File: src/rtl/nonce_sched_pkg.sv
// Shared types and constants for the nonce transmit scheduler.
`default_nettype none

package nonce_sched_pkg;

  localparam int NONCE_W       = 32;
  localparam int START_TIMEOUT = 4;

  typedef enum logic [1:0] {
    IDLE       = 2'd0,
    WAIT_START = 2'd1,
    WAIT_DONE  = 2'd2
  } seq_state_t;

endpackage

`default_nettype wire

File: src/rtl/nonce_fifo.sv
// Synchronous FIFO, no bypass; a pushed entry becomes visible the cycle after the push.
`default_nettype none

module nonce_fifo #(
  parameter int DEPTH = 8,
  parameter int WIDTH = 32
) (
  input  logic                     clk,
  input  logic                     reset,
  input  logic                     flush,
  input  logic                     push,
  input  logic [WIDTH-1:0]         push_data,
  input  logic                     pop,
  output logic [WIDTH-1:0]         pop_data,
  output logic [$clog2(DEPTH):0]   count,
  output logic                     full,
  output logic                     empty
);

  localparam int AW = $clog2(DEPTH);
  localparam int CW = AW + 1;

  logic [WIDTH-1:0] mem [DEPTH];
  logic [AW-1:0]    wr_ptr;
  logic [AW-1:0]    rd_ptr;
  logic [CW-1:0]    cnt;
  logic             do_push;
  logic             do_pop;

  assign full    = (cnt == CW'(DEPTH));
  assign empty   = (cnt == '0);
  assign do_push = push && !flush && (!full || pop);
  assign do_pop  = pop && !flush && !empty;

  assign pop_data = mem[rd_ptr];
  assign count    = cnt;

  always_ff @(posedge clk) begin
    if (do_push) mem[wr_ptr] <= push_data;
  end

  always_ff @(posedge clk) begin
    if (reset || flush) begin
      wr_ptr <= '0;
      rd_ptr <= '0;
      cnt    <= '0;
    end else begin
      if (do_push) wr_ptr <= wr_ptr + AW'(1);
      if (do_pop)  rd_ptr <= rd_ptr + AW'(1);
      if (do_push && !do_pop)      cnt <= cnt + CW'(1);
      else if (do_pop && !do_push) cnt <= cnt - CW'(1);
    end
  end

endmodule

`default_nettype wire

File: src/rtl/nonce_tx_scheduler.sv
// Per-core capture slots, round-robin arbiter into a shared FIFO, and a TX sequencer.
// Optional DROP_COUNT_EN adds a saturating drop_count output.
`default_nettype none

module nonce_tx_scheduler
  import nonce_sched_pkg::*;
#(
  parameter int NUM_CORES  = 4,
  parameter int FIFO_DEPTH = 8,
  parameter int CNT_W      = 8
) (
  input  logic                          clk,
  input  logic                          reset,
  input  logic [NUM_CORES-1:0]          nonce_valid,
  input  logic [NONCE_W*NUM_CORES-1:0]  nonce_in,
  input  logic                          flush,
  input  logic                          tx_busy,
  output logic                          tx_ready,
  output logic [NONCE_W-1:0]            word,
  output logic [NUM_CORES-1:0]          slot_pending,
  output logic [$clog2(FIFO_DEPTH):0]   fifo_count,
  output logic                          sched_busy
`ifdef DROP_COUNT_EN
  ,
  output logic [CNT_W-1:0]              drop_count
`endif
);

  localparam int PTR_W = (NUM_CORES > 1) ? $clog2(NUM_CORES) : 1;
  localparam int TW    = $clog2(START_TIMEOUT) + 1;

  logic [NONCE_W-1:0]  slot_data [NUM_CORES];
  logic [PTR_W-1:0]    rr_ptr;
  logic [PTR_W:0]      scan_idx;
  logic [PTR_W-1:0]    grant_idx;
  logic                grant_found;
  logic                grant_en;
  logic [NUM_CORES-1:0] grant_vec;

  logic                fifo_full;
  logic                fifo_empty;
  logic [NONCE_W-1:0]  fifo_head;
  logic                pop;

  seq_state_t          state, state_nx;
  logic [TW-1:0]       timer, timer_nx;
  logic                tx_ready_nx;
  logic [NONCE_W-1:0]  word_nx;

  // A full FIFO can still accept the grant when the sequencer pops in the same cycle.
  assign grant_en = !flush && (!fifo_full || pop);

  always_comb begin
    grant_found = 1'b0;
    grant_idx   = '0;
    scan_idx    = '0;
    for (int k = 0; k < NUM_CORES; k++) begin
      scan_idx = {1'b0, rr_ptr} + (PTR_W+1)'(k);
      if (scan_idx >= (PTR_W+1)'(NUM_CORES)) scan_idx = scan_idx - (PTR_W+1)'(NUM_CORES);
      if (grant_en && !grant_found && slot_pending[scan_idx[PTR_W-1:0]]) begin
        grant_found = 1'b1;
        grant_idx   = scan_idx[PTR_W-1:0];
      end
    end
  end

  always_comb begin
    grant_vec = '0;
    for (int i = 0; i < NUM_CORES; i++) begin
      grant_vec[i] = grant_found && (grant_idx == PTR_W'(i));
    end
  end

  always_ff @(posedge clk) begin
    if (reset) begin
      rr_ptr <= '0;
    end else if (grant_found) begin
      rr_ptr <= (grant_idx == PTR_W'(NUM_CORES-1)) ? '0 : grant_idx + PTR_W'(1);
    end
  end

  // A slot granted this cycle is free again, so a same-cycle strobe reloads it.
  always_ff @(posedge clk) begin
    if (reset) begin
      slot_pending <= '0;
      for (int i = 0; i < NUM_CORES; i++) slot_data[i] <= '0;
    end else if (flush) begin
      slot_pending <= '0;
    end else begin
      for (int i = 0; i < NUM_CORES; i++) begin
        if (nonce_valid[i] && (!slot_pending[i] || grant_vec[i])) begin
          slot_data[i]    <= nonce_in[NONCE_W*i +: NONCE_W];
          slot_pending[i] <= 1'b1;
        end else if (grant_vec[i]) begin
          slot_pending[i] <= 1'b0;
        end
      end
    end
  end

`ifdef DROP_COUNT_EN
  logic [NUM_CORES-1:0] drop_vec;
  logic [CNT_W+4:0]     drop_sum;
  logic [CNT_W-1:0]     drop_cnt;

  always_comb begin
    drop_vec = '0;
    drop_sum = {5'b0, drop_cnt};
    for (int i = 0; i < NUM_CORES; i++) begin
      drop_vec[i] = nonce_valid[i] && slot_pending[i] && !grant_vec[i] && !flush;
      if (drop_vec[i]) drop_sum = drop_sum + (CNT_W+5)'(1);
    end
  end

  always_ff @(posedge clk) begin
    if (reset) begin
      drop_cnt <= '0;
    end else if (drop_sum > {5'b0, {CNT_W{1'b1}}}) begin
      drop_cnt <= {CNT_W{1'b1}};
    end else begin
      drop_cnt <= drop_sum[CNT_W-1:0];
    end
  end

  assign drop_count = drop_cnt;
`endif

  nonce_fifo #(
    .DEPTH (FIFO_DEPTH),
    .WIDTH (NONCE_W)
  ) u_fifo (
    .clk       (clk),
    .reset     (reset),
    .flush     (flush),
    .push      (grant_found),
    .push_data (slot_data[grant_idx]),
    .pop       (pop),
    .pop_data  (fifo_head),
    .count     (fifo_count),
    .full      (fifo_full),
    .empty     (fifo_empty)
  );

  always_comb begin
    state_nx    = state;
    timer_nx    = timer;
    tx_ready_nx = 1'b0;
    word_nx     = word;
    pop         = 1'b0;
    case (state)
      IDLE: begin
        if (!fifo_empty && !tx_busy && !flush) begin
          pop         = 1'b1;
          word_nx     = fifo_head;
          tx_ready_nx = 1'b1;
          timer_nx    = '0;
          state_nx    = WAIT_START;
        end
      end
      WAIT_START: begin
        if (tx_busy) begin
          state_nx = WAIT_DONE;
        end else if (timer == TW'(START_TIMEOUT-1)) begin
          // Start strobe was missed: pulse again with the same word.
          tx_ready_nx = 1'b1;
          timer_nx    = '0;
        end else begin
          timer_nx = timer + TW'(1);
        end
      end
      WAIT_DONE: begin
        if (!tx_busy) state_nx = IDLE;
      end
      default: state_nx = IDLE;
    endcase
  end

  always_ff @(posedge clk) begin
    if (reset) begin
      state    <= IDLE;
      timer    <= '0;
      tx_ready <= 1'b0;
      word     <= '0;
    end else begin
      state    <= state_nx;
      timer    <= timer_nx;
      tx_ready <= tx_ready_nx;
      word     <= word_nx;
    end
  end

  assign sched_busy = (|slot_pending) || !fifo_empty || (state != IDLE);

endmodule

`default_nettype wire

File: config.mk
export PLATFORM = sky130hd
export DESIGN_NAME = nonce_tx_scheduler
export DESIGN_NICKNAME = d
export VERILOG_FILES = /design/src/rtl/nonce_sched_pkg.sv /design/src/rtl/nonce_fifo.sv /design/src/rtl/nonce_tx_scheduler.sv
export SDC_FILE = /design/constraint.sdc
export NUM_CORES = 1
export LEC_CHECK = 0
export CORE_ASPECT_RATIO = 0.8
export CORE_MARGIN = 2
export CORE_UTILIZATION = 57
export DETAILED_ROUTE_END_ITERATION = 8
export GPL_TIMING_DRIVEN = 0
export PLACE_DENSITY = 0.8
export SLEW_MARGIN = 20
export SYNTH_ARGS = -nofsm -noshare
export SYNTH_HDL_FRONTEND = slang
export SYNTH_SLANG_ARGS = --single-unit
File: constraint.sdc
create_clock -name clk -period 6 [get_ports clk]
set_input_delay 0.6 -clock clk [delete_from_list [all_inputs] [get_ports clk]]
set_output_delay 0.6 -clock clk [all_outputs]
set_load 0.02 [all_outputs]
# Word level (Yosys, flattened, before mapping)
# Memory sizes are Yosys's and may differ from the RTL's. A register that Yosys moved wholly into a read port is not among the register bits.
# Cells that the tools add are included.
word_totals:
  ram_bits: 384
  elab_cells: 177
  ff_bits: 22
  n_memories: 2
  inputBits: 136
  out_inout_bits: 42
op_classes:
  n_bitwise: 4
  eq_ne: 11
  n_reduce_logical: 60
  order_cmp: 8
  n_mux: 68
  addsub: 13
mem_list:
  columns: ["name", "words", "width", "rd", "rd_ports_with_merged_regs", "write_ports", "line", "rtl"]
  rows:
  - ["u_fifo.mem", 8, 32, 1, 1, 1, "nonce_fifo.sv:23", "logic [WIDTH-1:0] mem [DEPTH];"]
  - ["slot_data", 4, 32, 1, 0, 4, "nonce_tx_scheduler.sv:32", "logic [NONCE_W-1:0] slot_data [NUM_CORES];"]
op_table:
  columns: ["op", "count"]
  rows:
  - ["$mux W32", 4]
  - ["$mux W1", 40]
  - ["$logic_and A1 B1 Y1", 24]
  - ["$mux W2", 12]
  - ["$reduce_bool A2 Y1", 7]
  - ["$logic_not A1 Y1", 13]
  - ["$lt A2 B3 Y1 const B", 4]
  - ["$add A3 B1 Y3 const B", 3]
  - ["$ge A3 B3 Y1 const B", 3]
  - ["$mux W3", 3]
  - ["$bmux W1 S2", 4]
  - ["$logic_or A1 B1 Y1", 8]
  - ["$mux W4", 2]
  - ["$ne A2 B2 Y1 const B", 4]
  - ["$sub A2 B1 Y2 const B", 4]
  - ["$add A2 B2 Y3 const B", 2]
  - ["$eq A2 B2 Y1 const B", 3]
  - ["$pmux W2 S3", 1]
  - ["$pmux W3 S2", 1]
  - ["$reduce_and A3 Y1", 2]
  - ["$add A4 B1 Y4 const B", 1]
  - ["$eq A2 B1 Y1 const B", 2]
  - ["$eq A4 B4 Y1 const B", 1]
  - ["$logic_not A2 Y1", 2]
  - ["11 further kinds", 14]

# Longest topological paths before layout
# Gate-level depths: netlist (run 1).
logic_depth:
  ltp_word: 31
  depth_mapped: 13
  mapped_depth_nobuf: 12

# By module
# From an unflattened synthesis (run 1), not the netlist that was laid out.
hier_totals:
  cells_unflattened: 1064
  area_unflattened_um2: 17924.7
by_module_without_submodules:
  columns: ["module", "area_each_um2", "seq_area_each_um2", "cells_per_inst", "n_inst"]
  rows:
  - ["nonce_fifo", 10289.9, 7947.6, 448, 1]
  - ["nonce_tx_scheduler", 7634.8, 4724.5, 616, 1]

# Least setup slack after synthesis (run 1)
# Ideal clock, no wire load.
synth_path:
  path_type: "input port to flip-flop"
  from: "input tx_busy"
  to: "memory u_fifo.mem[0][0] (enable)"
  arrival_time_ps: 4498
  n_path_buf: 0
  setup_ps: 501
  path_stages: 4
  slack_ps: 1001
  required_ps: 5499
  path_cell_list: "or4_4 > o21ai_2 > nand2_1 > nor4_1"
synth_between:
  elab_chain_cells: 25
synth_lines:
  columns: ["item", "line", "rtl"]
  rows:
  - ["from (decl)", "nonce_tx_scheduler.sv:17", "input logic tx_busy,"]
  - ["$logic_not A1 Y1 (*)", null, null]
  - ["$logic_and A1 B1 Y1 (*) (2 in series)", "nonce_tx_scheduler.sv:152", "if (!fifo_empty && !tx_busy && !flush) begin"]
  - ["$mux W1 (*)", "nonce_tx_scheduler.sv:152", null]
  - ["$mux W1 (*)", "nonce_tx_scheduler.sv:150", "case (state)"]
  - ["$logic_or A1 B1 Y1 (*)", "nonce_fifo.sv:32, nonce_tx_scheduler.sv:51", null]
  - ["$logic_and A1 B1 Y1", "nonce_tx_scheduler.sv:51", "assign grant_en = !flush && (!fifo_full || pop);"]
  - ["$logic_and A1 B1 Y1", "nonce_tx_scheduler.sv:60", "if (grant_en && !grant_found && slot_pending[scan_idx[PTR_W-1:0]]) begin"]
  - ["$mux W1", "nonce_tx_scheduler.sv:60", null]
  - ["[... 7 more ...]", null, null]
  - ["$mux W1", "nonce_tx_scheduler.sv:60", null]
  - ["$logic_not A1 Y1", "nonce_tx_scheduler.sv:60", null]
  - ["$logic_and A1 B1 Y1 (2 in series)", "nonce_tx_scheduler.sv:60", null]
  - ["$mux W1", "nonce_tx_scheduler.sv:60", null]
  - ["$logic_and A1 B1 Y1", "nonce_fifo.sv:32", "assign do_push = push && !flush && (!full || pop);"]
  - ["$logic_and A1 B1 Y1 (*)", "nonce_fifo.sv:32", null]
  - ["$mux W1 (*)", "nonce_fifo.sv:39", "if (do_push) mem[wr_ptr] <= push_data;"]
  - ["$mux W1 (implied by the code) (*)", "nonce_fifo.sv:39", null]
  - ["to (decl)", "nonce_fifo.sv:23", null]
# Mark *: on every way between the ends. The rest lies on a longest branch, timed or not.

==> summary.txt, run 1 <==
Global route
  – Maximum number of pins on one net before global-route repair: 28
  – Gr ovfl total: 0
  – Initial antenna violation count: 1
  – Number of global-route vias before repair: 9988
  – Global-route wire length before repair: 59.9 mm
  – Total routing usage reported by global routing: 24.9%

Logic synthesis
  – Top area cells in the synthesized netlist: edfxtp_1, mux4_2, mux2i_1, dfxtp_1, and2_1
  – Commonest register cell after synthesis: edfxtp_1
  – Cell type with the highest aggregate area in the netlist: edfxtp_1
  – Nets in the synthesized netlist: 1161
  – Number of synthesized register bits: 438
  – Synth async-reset ratio: 0%
  – Post-Synthesis Cell Area: 17600 µm²
  – Netlist cell types: 41
  – Proportion of synthesized chip area in sequential cells: 71.6%
  – Area fraction of the dominant cell type after synthesis: 65.4%
  – Synthesized area divided by synthesized cell count: 17.4 µm²
  – Synth Instances: 1014
  – Post-synth EDFFs: 384
  – Number of warnings reported in the yosys synthesis log: 0

Final layout
  – Layout filler cell count: 1910
  – Filler-free cell count of the finished design: 1710
  – Leading cell types in the layout, fill and taps excluded: edfxtp_1, clkdlybuf4s50_1, and2_1
  – Post-route standard cell area excluding fillers: 21600 µm²
  – Layout net count: 1411
  – Post-layout util: 71.1%
  – Layout Area Growth over Synthesis: 22.6%
  – Share of post-route cells with drive strength above 1: 14.4%
  – Most common cell after layout, fill and taps aside: edfxtp_1

Clock network
  – CTS tree: done
  – Clock transition at the registers of the reported paths: 0.06 ns
  – Clock H-tree levels: 2
  – Gates resized, CTS repair: 0
  – Number of buffers added by the clock tree synthesis step: 43
  – Max Root-Sink Buffers: 3
  – Post CTS Setup Buffer Count: 0
  – Count of clock tree sinks: 438
  – Hold buffer count at CTS: 0
  – Clock insertion delay at the later pin of the skew report: 0.54 ns
  – Root buffer cell: clkbuf_16

Worst setup path
  – Kind of critical path: in2reg
  – Sequence of cells on the critical path: clkdlybuf4s50_1 -> or4_4 -> o21a_1 -> nor2_1 -> and2_1 -> buf_2 -> buf_2 -> ha_1 -> a21boi_1 -> nor3b_1 -> clkbuf_1 -> and2_1
  – CP endpoint kind: flip-flop
  – Data arrival at the endpoint of the critical path: 4.65 ns
  – Worst path buffer plus inverter count: 4
  – Terminus of the critical flop-to-flop path: slot_data[3][6]
  – Worst R2R Setup Slack: 2.09 ns
  – Slowest stage cell, crit path: nor3b_1
  – Required time of the worst setup path: 6.41 ns
  – Worst reg2reg path depth: 11
  – Cell class contributing the biggest share of worst-path delay: simple AND/OR/NAND/NOR gates
  – Max FO, Critical Path: 11
  – Worst R2R Start: state[1]
  – Largest incremental delay on the critical path: 0.77 ns
  – Type of origin of the critical path: primary input

Routing
  – Via count of the routed design: 9778
  – Remaining number of nets flagged by the antenna check after routing: 0
  – Detailed router's first-iteration violation count: 925
  – Via density per instance: 5.72
  – Total Wirelength: 39.4 mm
  – Number of design rule violations left after detail routing: 0
  – WL/cell: 23.1 µm
  – TritonRoute pass-1 iters: 5

STA
  – Worst hold slack after final layout: 0.473 ns
  – Top achievable clock speed: 235 MHz
  – Share of the cycle needed by the critical path after routing: 70.8%
  – Hold violation count in the final report: 0
  – Worst slew margin: 27.4%
  – Final setup skew: 0.0224 ns
  – Min Tclk post-route: 4.25 ns
  – Unrepaired setup endpoints after global routing: false
  – Pins over their slew limit: 0
  – Setup Viol. Count Final: 0
  – Slew at the pin with the worst max-slew slack: 1.09 ns

Min path
  – Hold/Removal Path Class: reg2reg
  – Endpoint of the worst hold-timing path: timer[2]
  – Number of stages on the worst hold path: 2
  – Beginning of the worst hold path: timer[2]

Die
  – Floorplan core area: 30400 µm²
  – Number of standard-cell rows in the floorplan: 57
  – Ports: 178
  – Width of the chip: 201 µm
  – Die Span Y: 161 µm
  – Total die area: 32400 µm²
  – Starting density of the core: 58.0%

Flow run
  – Count of maximum capacitance violations: 0

Place
  – Number of placed cells counting well taps: 1632
  – Final HPWL from detailed placement: 27.1 mm
  – Count of input and output buffers: 176
  – Placed inst area: 20300 µm²
  – Final Wtd Congestion: 0.793

Pwr
  – Proportion of total power due to net switching: 22.2%
  – Static power due to leakage: 7.14 nW
  – IR drop worst, VDD: 0.178 mV
  – Combinational share of power: 9.2%
  – Share of power burned in registers: 52.3%
  – NetSw: 1.50 mW
  – Internal power contribution: 5.24 mW
  – Pwr/cell area: 312 nW/µm²
  – Clk pwr share: 38.5%

Run status
  – Run status: complete, no violations
[layer usage]
layer	vias to the layer above	GRT usage, %	part of all wire [%]	wire (µm)
li1	4385	-	-	-
met1	4857	35.4	41	16100
met2	479	41.0	48	19100
met3	57	4.18	8.7	3450
met4	0	6.46	2.0	774
met5	-	0	0	0
[cell families (layout without fill, tap and decap cells)]
kind of cell             after synthesis  in the layout  synth area share, %
multiplexers                         193            193                 15.5
XOR/XNOR                               8              8                0.398
flip-flops                           438            438                 71.6
buffers and inverters                 63            345                 1.72
adder cells (fa/ha/maj)               11             11                0.823
AO/OA/AOI/OAI                         61             61                 2.48
other                                  0              1                    0
AND/OR/NAND/NOR                      240            240                 7.52
[state kept, by name (all words and copies together), names as in the netlist, 3 cells and up]
signal	flops
u_fifo.count	4
slot_data	128
u_fifo.rd_ptr	3
timer	3
word	32
u_fifo.wr_ptr	3
u_fifo.mem	256
slot_pending	4
[power by group through the flow]
stage          Clock, mW  Combinational [mW]  Sequential (mW)
6_report            2.60               0.620             3.52
5_1_grt             2.74               0.668             3.53
4_1_cts             2.61               0.619             3.52
3_5_place_dp           0               0.613             3.59
3_3_place_gp           0               0.582             3.59
2_1_floorplan          0               0.304             3.60
[cells in the mapped netlist (2+ instances only)]
library cell  count
nand2_1          14
inv_1             4
mux2i_1         129
nor2_1           63
or2_1             4
dfxtp_1          54
nor4_1            4
xnor2_1           5
nand3_1           3
buf_2            11
a21boi_1          4
o21ai_0           2
nor3b_1           9
buf_8             4
ha_1             10
nand2b_1          3
buf_1             3
xor2_1            3
edfxtp_1        384
clkbuf_1         37
and2_1          129
inv_2             3
nor3_1            5
a21oi_1          15
mux4_2           64
a211oi_1         32
a21o_1            2
[how the worst max path moves through the flow]
stage / from / end / slack (ns) / cells after the start
2_1_floorplan: tx_busy / u_fifo.mem[0][0] / 1.00 / 4
3_3_place_gp: flush / u_fifo.mem[0][9] / -2.57 / 5
3_5_place_dp: flush / slot_data[3][6] / 1.25 / 12
4_1_cts: flush / slot_data[3][6] / 1.82 / 11
5_1_grt: flush / slot_data[3][2] / 1.52 / 12
6_report: flush / slot_data[3][6] / 1.75 / 12
[worst reg2reg max path, stage by stage, from the launching register on]
cell and delay (ns):
dfxtp_1 0.35, or4_4 0.58, o21a_1 0.18, nor2_1 0.17
and2_1 0.15, buf_2 0.25, buf_2 0.36, ha_1 0.21
a21boi_1 0.09, nor3b_1 0.77, clkbuf_1 0.46, and2_1 0.23
[area by class of cell]
type,count,area [µm²],area share (%)
Sequential cell,438,12600,58.4
Timing Repair Buffer,205,2070,9.59
Clock buffer,52,1110,5.14
Inverter,7,26.3,0.122
Multi-Input combinational cell,513,4760,22.0
Antenna cell,1,2.50,0.0116
Tap cell,413,517,2.39
Buffer,56,277,1.28
Clock inverter,25,229,1.06
[through the flow]
step / setup slack [ns] / TNS, ns / total power [mW]
after floorplan: 1.00 / 0 / 3.90
after global placement: -2.57 / -201.38 / 4.17
final: 1.75 / 0 / 6.74
after detailed placement: 1.25 / 0 / 4.20
after CTS: 1.82 / 0 / 6.76
after global routing: 1.52 / 0 / 6.94
(Power assumes the default switching activity.)
==> run 2: changes to the inputs <==
Settings changed: CORE_UTILIZATION 57 to 51, PLACE_DENSITY 0.8 to 0.76.
Clock period 6 ns to 3.7 ns, I/O delays scaled along.
==> summary.txt, run 2 (synthesized netlist as in run 1, its figures left out) <==
Worst setup path
  – Slowest stage cell, crit path: or4_4
  – Kind of critical path: reg2reg
  – Max FO, Critical Path: 22
  – Sequence of cells on the critical path: or4_4 -> o21a_1 -> a2111oi_4 -> buf_6 -> buf_8 -> inv_2 -> ha_1 -> a21boi_1 -> nor3b_1 -> or2_2 -> buf_12
  – Required time of the worst setup path: 3.98 ns
  – Type of origin of the critical path: flip-flop
  – Largest incremental delay on the critical path: 0.59 ns
  – CP endpoint kind: flip-flop
  – Worst path buffer plus inverter count: 4
  – Data arrival at the endpoint of the critical path: 3.86 ns
  – Cell class contributing the biggest share of worst-path delay: simple AND/OR/NAND/NOR gates

Place
  – Number of placed cells counting well taps: 1680
  – Final Wtd Congestion: 0.768
  – Post-placement worst setup slack: -0.797 ns
  – Count of input and output buffers: 176
  – Final HPWL from detailed placement: 27.4 mm

Clock network
  – Root buffer cell: clkbuf_16
  – Clock H-tree levels: 2
  – Clock insertion delay at the later pin of the skew report: 0.53 ns
  – Number of buffers added by the clock tree synthesis step: 43
  – Count of clock tree sinks: 438
  – Max Root-Sink Buffers: 3
  – Clock transition at the registers of the reported paths: 0.06 ns
  – CTS tree: done

Flow run
  – Count of maximum capacitance violations: 0

STA
  – Hold violation count in the final report: 0
  – Final setup skew: 0.0107 ns
  – Smallest setup slack after layout: 0.111 ns
  – Slew at the pin with the worst max-slew slack: 0.970 ns
  – Top achievable clock speed: 279 MHz
  – Worst hold slack after final layout: 0.464 ns
  – Setup Viol. Count Final: 0
  – Share of the cycle needed by the critical path after routing: 97.0%
  – Unrepaired setup endpoints after global routing: true
  – Pins over their slew limit: 0
  – Worst slew margin: 33.5%
  – Min Tclk post-route: 3.59 ns

Pwr
  – Total Power: 10.9 mW
  – Pwr/cell area: 500 nW/µm²
  – IR drop worst, VDD: 0.316 mV
  – Static power due to leakage: 7.16 nW

Routing
  – Remaining number of nets flagged by the antenna check after routing: 0
  – Via count of the routed design: 9696
  – TritonRoute pass-1 iters: 5
  – Total Wirelength: 39.5 mm
  – Number of design rule violations left after detail routing: 0
  – WL/cell: 22.5 µm
  – Via density per instance: 5.52
  – Detailed router's first-iteration violation count: 751

Final layout
  – Filler-free cell count of the finished design: 1758
  – Leading cell types in the layout, fill and taps excluded: edfxtp_1, clkdlybuf4s50_1, and2_1, mux2i_1, mux4_2
  – Registers with the most flip-flops: u_fifo.mem (256), slot_data (128), word (32)
  – Largest register by flop count: u_fifo.mem
  – Antenna cells: 0
  – Layout Area Growth over Synthesis: 23.3%
  – Layout net count: 1407
  – Share of post-route cells with drive strength above 1: 14.8%
  – Number of flip-flops under the largest register name: 256
  – Most common cell after layout, fill and taps aside: edfxtp_1

Global route
  – GR met2 Demand/Resource: 35.7%
  – Number of global-route vias before repair: 9839
  – Total routing usage reported by global routing: 22.3%
  – Gr ovfl total: 0
  – Met3 track demand over resource: 3.43%
  – GR peak layer: met2
  – Met1 usage: 32.9%
  – Initial antenna violation count: 2
  – Global-route wire length before repair: 59.3 mm
  – Maximum number of pins on one net before global-route repair: 28

Run status
  – Run status: complete, no violations

Die
  – Width of the chip: 212 µm
  – Floorplan core area: 33900 µm²
  – Die Span Y: 170 µm
  – Total die area: 36100 µm²
  – Starting density of the core: 52.1%
  – Ports: 178
  – Number of standard-cell rows in the floorplan: 60

Min path
  – Hold/Removal Path Class: reg2reg
## run 2: changes by cell type in the layout (fill, tap and decap cells not counted), sizes merged
cell,before,now
inv,8,7
buf,48,44
clkdlybuf4s50,176,175
dlymetal6s2s,0,1
clkbuf,89,101
diode,1,0
bufinv,4,2
clkinv,19,12
clkinvlp,1,0
## run 2: where the power goes
part	switching, mW	internal [mW]	leakage [nW]
logic	0.560	0.446	2.37
clock network	1.73	2.41	0.655
registers	0.0739	5.64	4.13
total	2.37	8.50	7.16
## run 2: worst paths after layout
| path | start | endpoint | slack [ns] | cells past startpoint |
|---|---|---|---|---|
| setup reg to reg | state[1] | slot_data[1][9] | 0.11 | 11 |
| setup / recovery | state[1] | slot_data[1][9] | 0.11 | 11 |
| hold / removal | timer[1] | timer[1] | 0.46 | 2 |
| hold reg to reg | timer[1] | timer[1] | 0.46 | 2 |
## run 2: timing repair
action | in CTS | in global routing
setup endpoints to repair | 91 | 189
resized for setup | 5 | 11
hold buffers | 0 | 0
setup buffers | 0 | 0
## run 2: routing by layer
layer,vias to the layer above,routed length [µm]
li1,4379,-
met4,0,511
met2,405,18700
met5,-,0
met3,44,2940
met1,4868,17400
## run 2: cell type report
type / instances / area (µm²)
Sequential cell: 438 / 12600
Fill cell: 2316 / 12100
Multi-Input combinational cell: 513 / 4790
Timing Repair Buffer: 201 / 2100
Clock buffer: 64 / 1220
Tap cell: 465 / 582
Buffer: 56 / 285
Clock inverter: 14 / 115
Inverter: 7 / 26.3
## run 2: stage by stage
step	utilization, %	area, µm²	TNS (ns)
after floorplan	-	17600	-23.71
final	64.2	21700	0
after global placement	59.0	20000	-748.31
after CTS	64.2	21700	0
after detailed placement	60.2	20400	-118.16
after global routing	64.2	21700	-0.00918
## run 2: worst min-delay path: cells and delay by family (launching register included)
family / cells / cell delay, ns
AO/OA/AOI/OAI: 1 / 0.05
flip-flops: 1 / 0.32
AND/OR/NAND/NOR: 1 / 0.05
==> run 3: changes to the inputs <==
Settings changed: ABC_AREA from default to 1, CORE_MARGIN 2 to 5, CORE_UTILIZATION 51 to 52.
==> summary.txt, run 3 <==
Final layout
  – Post-layout util: 63.4%
  – Most common cell after layout, fill and taps aside: edfxtp_1
  – Layout filler cell count: 2733
  – Share of post-route cells with drive strength above 1: 6.55%
  – Layout net count: 2161
  – Antenna cells: 0
  – Layout Area Growth over Synthesis: 20.6%
  – Registers with the most flip-flops: u_fifo.mem (256), slot_data (128), word (32)
  – Leading cell types in the layout, fill and taps excluded: edfxtp_1, inv_1, nor2_1
  – Number of flip-flops under the largest register name: 256
  – Largest register by flop count: u_fifo.mem

Global route
  – Initial antenna violation count: 0
  – Number of global-route vias before repair: 13500
  – Total routing usage reported by global routing: 23.9%
  – GR peak layer: met2
  – Met3 track demand over resource: 3.68%
  – Maximum number of pins on one net before global-route repair: 33
  – Global-route wire length before repair: 74.9 mm
  – GR met2 Demand/Resource: 39.3%
  – Met1 usage: 32.9%
  – Gr ovfl total: 0

Die
  – Floorplan core area: 35800 µm²
  – Ports: 178
  – Die Span Y: 180 µm
  – Total die area: 40100 µm²
  – Number of standard-cell rows in the floorplan: 62
  – Width of the chip: 223 µm
  – Starting density of the core: 52.6%

STA
  – Worst slew margin: 40.9%
  – Setup Viol. Count Final: 0
  – Final setup skew: 0.0126 ns
  – Min Tclk post-route: 3.36 ns
  – Unrepaired setup endpoints after global routing: false
  – Worst hold slack after final layout: 0.458 ns
  – Slew at the pin with the worst max-slew slack: 0.887 ns
  – Share of the cycle needed by the critical path after routing: 90.9%
  – Hold violation count in the final report: 0
  – Top achievable clock speed: 297 MHz
  – Pins over their slew limit: 0

Clock network
  – CTS tree: done
  – Count of clock tree sinks: 438
  – Hold buffer count at CTS: 0
  – Clock transition at the registers of the reported paths: 0.06 ns
  – Max Root-Sink Buffers: 3
  – Post CTS Setup Buffer Count: 0
  – Clock H-tree levels: 2
  – Root buffer cell: clkbuf_16
  – Clock insertion delay at the later pin of the skew report: 0.55 ns
  – Number of buffers added by the clock tree synthesis step: 44

Logic synthesis
  – Post-Synthesis Cell Area: 18800 µm²
  – Library cell with the highest instance count after synthesis: edfxtp_1
  – Cell type with the highest aggregate area in the netlist: edfxtp_1
  – Synthesized area divided by synthesized cell count: 10.5 µm²
  – Synth cell count leaders: edfxtp_1, inv_1, nor2_1
  – Netlist cell types: 30
  – Number of synthesized register bits: 438
  – Top area cells in the synthesized netlist: edfxtp_1, inv_1, dfxtp_1, nor2_1, o21ai_0
  – Post-synth EDFFs: 384
  – Area fraction of the dominant cell type after synthesis: 61.3%
  – Synth Instances: 1785
  – Nets in the synthesized netlist: 1932
  – Proportion of synthesized chip area in sequential cells: 67.1%
  – Number of warnings reported in the yosys synthesis log: 0
  – Synth async-reset ratio: 0%
  – Commonest register cell after synthesis: edfxtp_1

Routing
  – WL/cell: 19.6 µm
  – Via density per instance: 5.41
  – Via count of the routed design: 13700
  – Total Wirelength: 49.5 mm
  – Number of design rule violations left after detail routing: 0
  – Detailed router's first-iteration violation count: 1582
  – Remaining number of nets flagged by the antenna check after routing: 0
  – TritonRoute pass-1 iters: 5

Pwr
  – Static power due to leakage: 9.09 nW
  – Pwr/cell area: 734 nW/µm²
  – IR drop worst, VDD: 0.437 mV

Worst setup path
  – Type of origin of the critical path: flip-flop
  – CP endpoint kind: flip-flop
  – Max FO, Critical Path: 32
  – Required time of the worst setup path: 3.89 ns
  – Data arrival at the endpoint of the critical path: 3.55 ns
  – Kind of critical path: reg2reg

Place
  – Final Wtd Congestion: 0.852
  – Count of input and output buffers: 177
  – Final HPWL from detailed placement: 34.3 mm

Min path
  – Hold/Removal Path Class: in2reg

Run status
  – Run status: complete, no violations

Flow run
  – Count of maximum capacitance violations: 0
-- run 3: final timing paths --
| check | from | to | slack (ns) | cells past startpoint |
|---|---|---|---|---|
| max | rr_ptr[0] | slot_data[3][11] | 0.34 | 16 |
| max reg2reg | rr_ptr[0] | slot_data[3][11] | 0.34 | 16 |
| min | nonce_in[87] | slot_data[2][23] | 0.46 | 3 |
| min reg2reg | timer[2] | timer[2] | 0.47 | 1 |
-- run 3: metrics by stage --
step	setup WS, ns	instances	area [µm²]	TNS [ns]	total power, mW
floorplan	0.622	1785	18800	0	10.3
CTS	0.187	2526	22600	0	16.6
finish	0.337	2526	22700	0	16.6
detailed placement	-0.293	2448	21300	-32.47	12.4
global placement	-0.691	2442	21200	-87.83	12.1
global route	0.127	2526	22700	0	17.4
-- run 3: logic make-up after synthesis --
logic type / share of synthesized area, %
xor gates and xnor gates: 0.0932
AOI/OAI and AO/OA: 9.42
buffers and inverters: 8.98
adders and majority gates: 0.772
and+or+nand+nor: 13.6
DFF: 67.1
-- run 3: report_power, final --
group | switching [mW] | internal (mW)
logic | 3.78 | 1.47
clock network | 1.81 | 2.40
registers | 0.216 | 6.96
total | 5.80 | 10.8
-- run 3: final cells by class --
| type | instances | area [µm²] | area share (%) |
|---|---|---|---|
| buffer | 100 | 541 | 2.38 |
| clock buffer | 59 | 1190 | 5.24 |
| tap | 480 | 601 | 2.65 |
| sequential | 438 | 12600 | 55.6 |
| timing repair buffer | 183 | 1900 | 8.38 |
| multi-input combinational | 942 | 4530 | 20.0 |
| clock inverter | 19 | 150 | 0.662 |
| inverter | 305 | 1150 | 5.06 |
-- run 3: repair_timing --
action | 4_1_cts | 5_1_grt
resized for setup | 0 | 4
endpoints found under the hold margin | 0 | 0
endpoints found under the setup margin | 0 | 124
-- run 3: layer usage --
metal / vias to the layer above / part of all wire [%] / wire length (µm)
met5: - / 0 / 0
met4: 0 / 2.9 / 1420
met3: 91 / 9.6 / 4770
met2: 710 / 47 / 23400
met1: 6426 / 40 / 19900
li1: 6444 / - / -
-- run 3: worst max-delay path: stages, from the launching register on --
cell and delay (ns):
dfxtp_1 0.32, buf_6 0.13, inv_4 0.05, nand2_1 0.09, nand3_1 0.07, nand2_1 0.19
nand4_1 0.16, o21ai_1 0.47, nand2_1 0.18, buf_4 0.24, buf_6 0.16, inv_1 0.08
ha_1 0.15, nand2_1 0.06, nand2_2 0.12, nand3_1 0.13, nand2_4 0.36
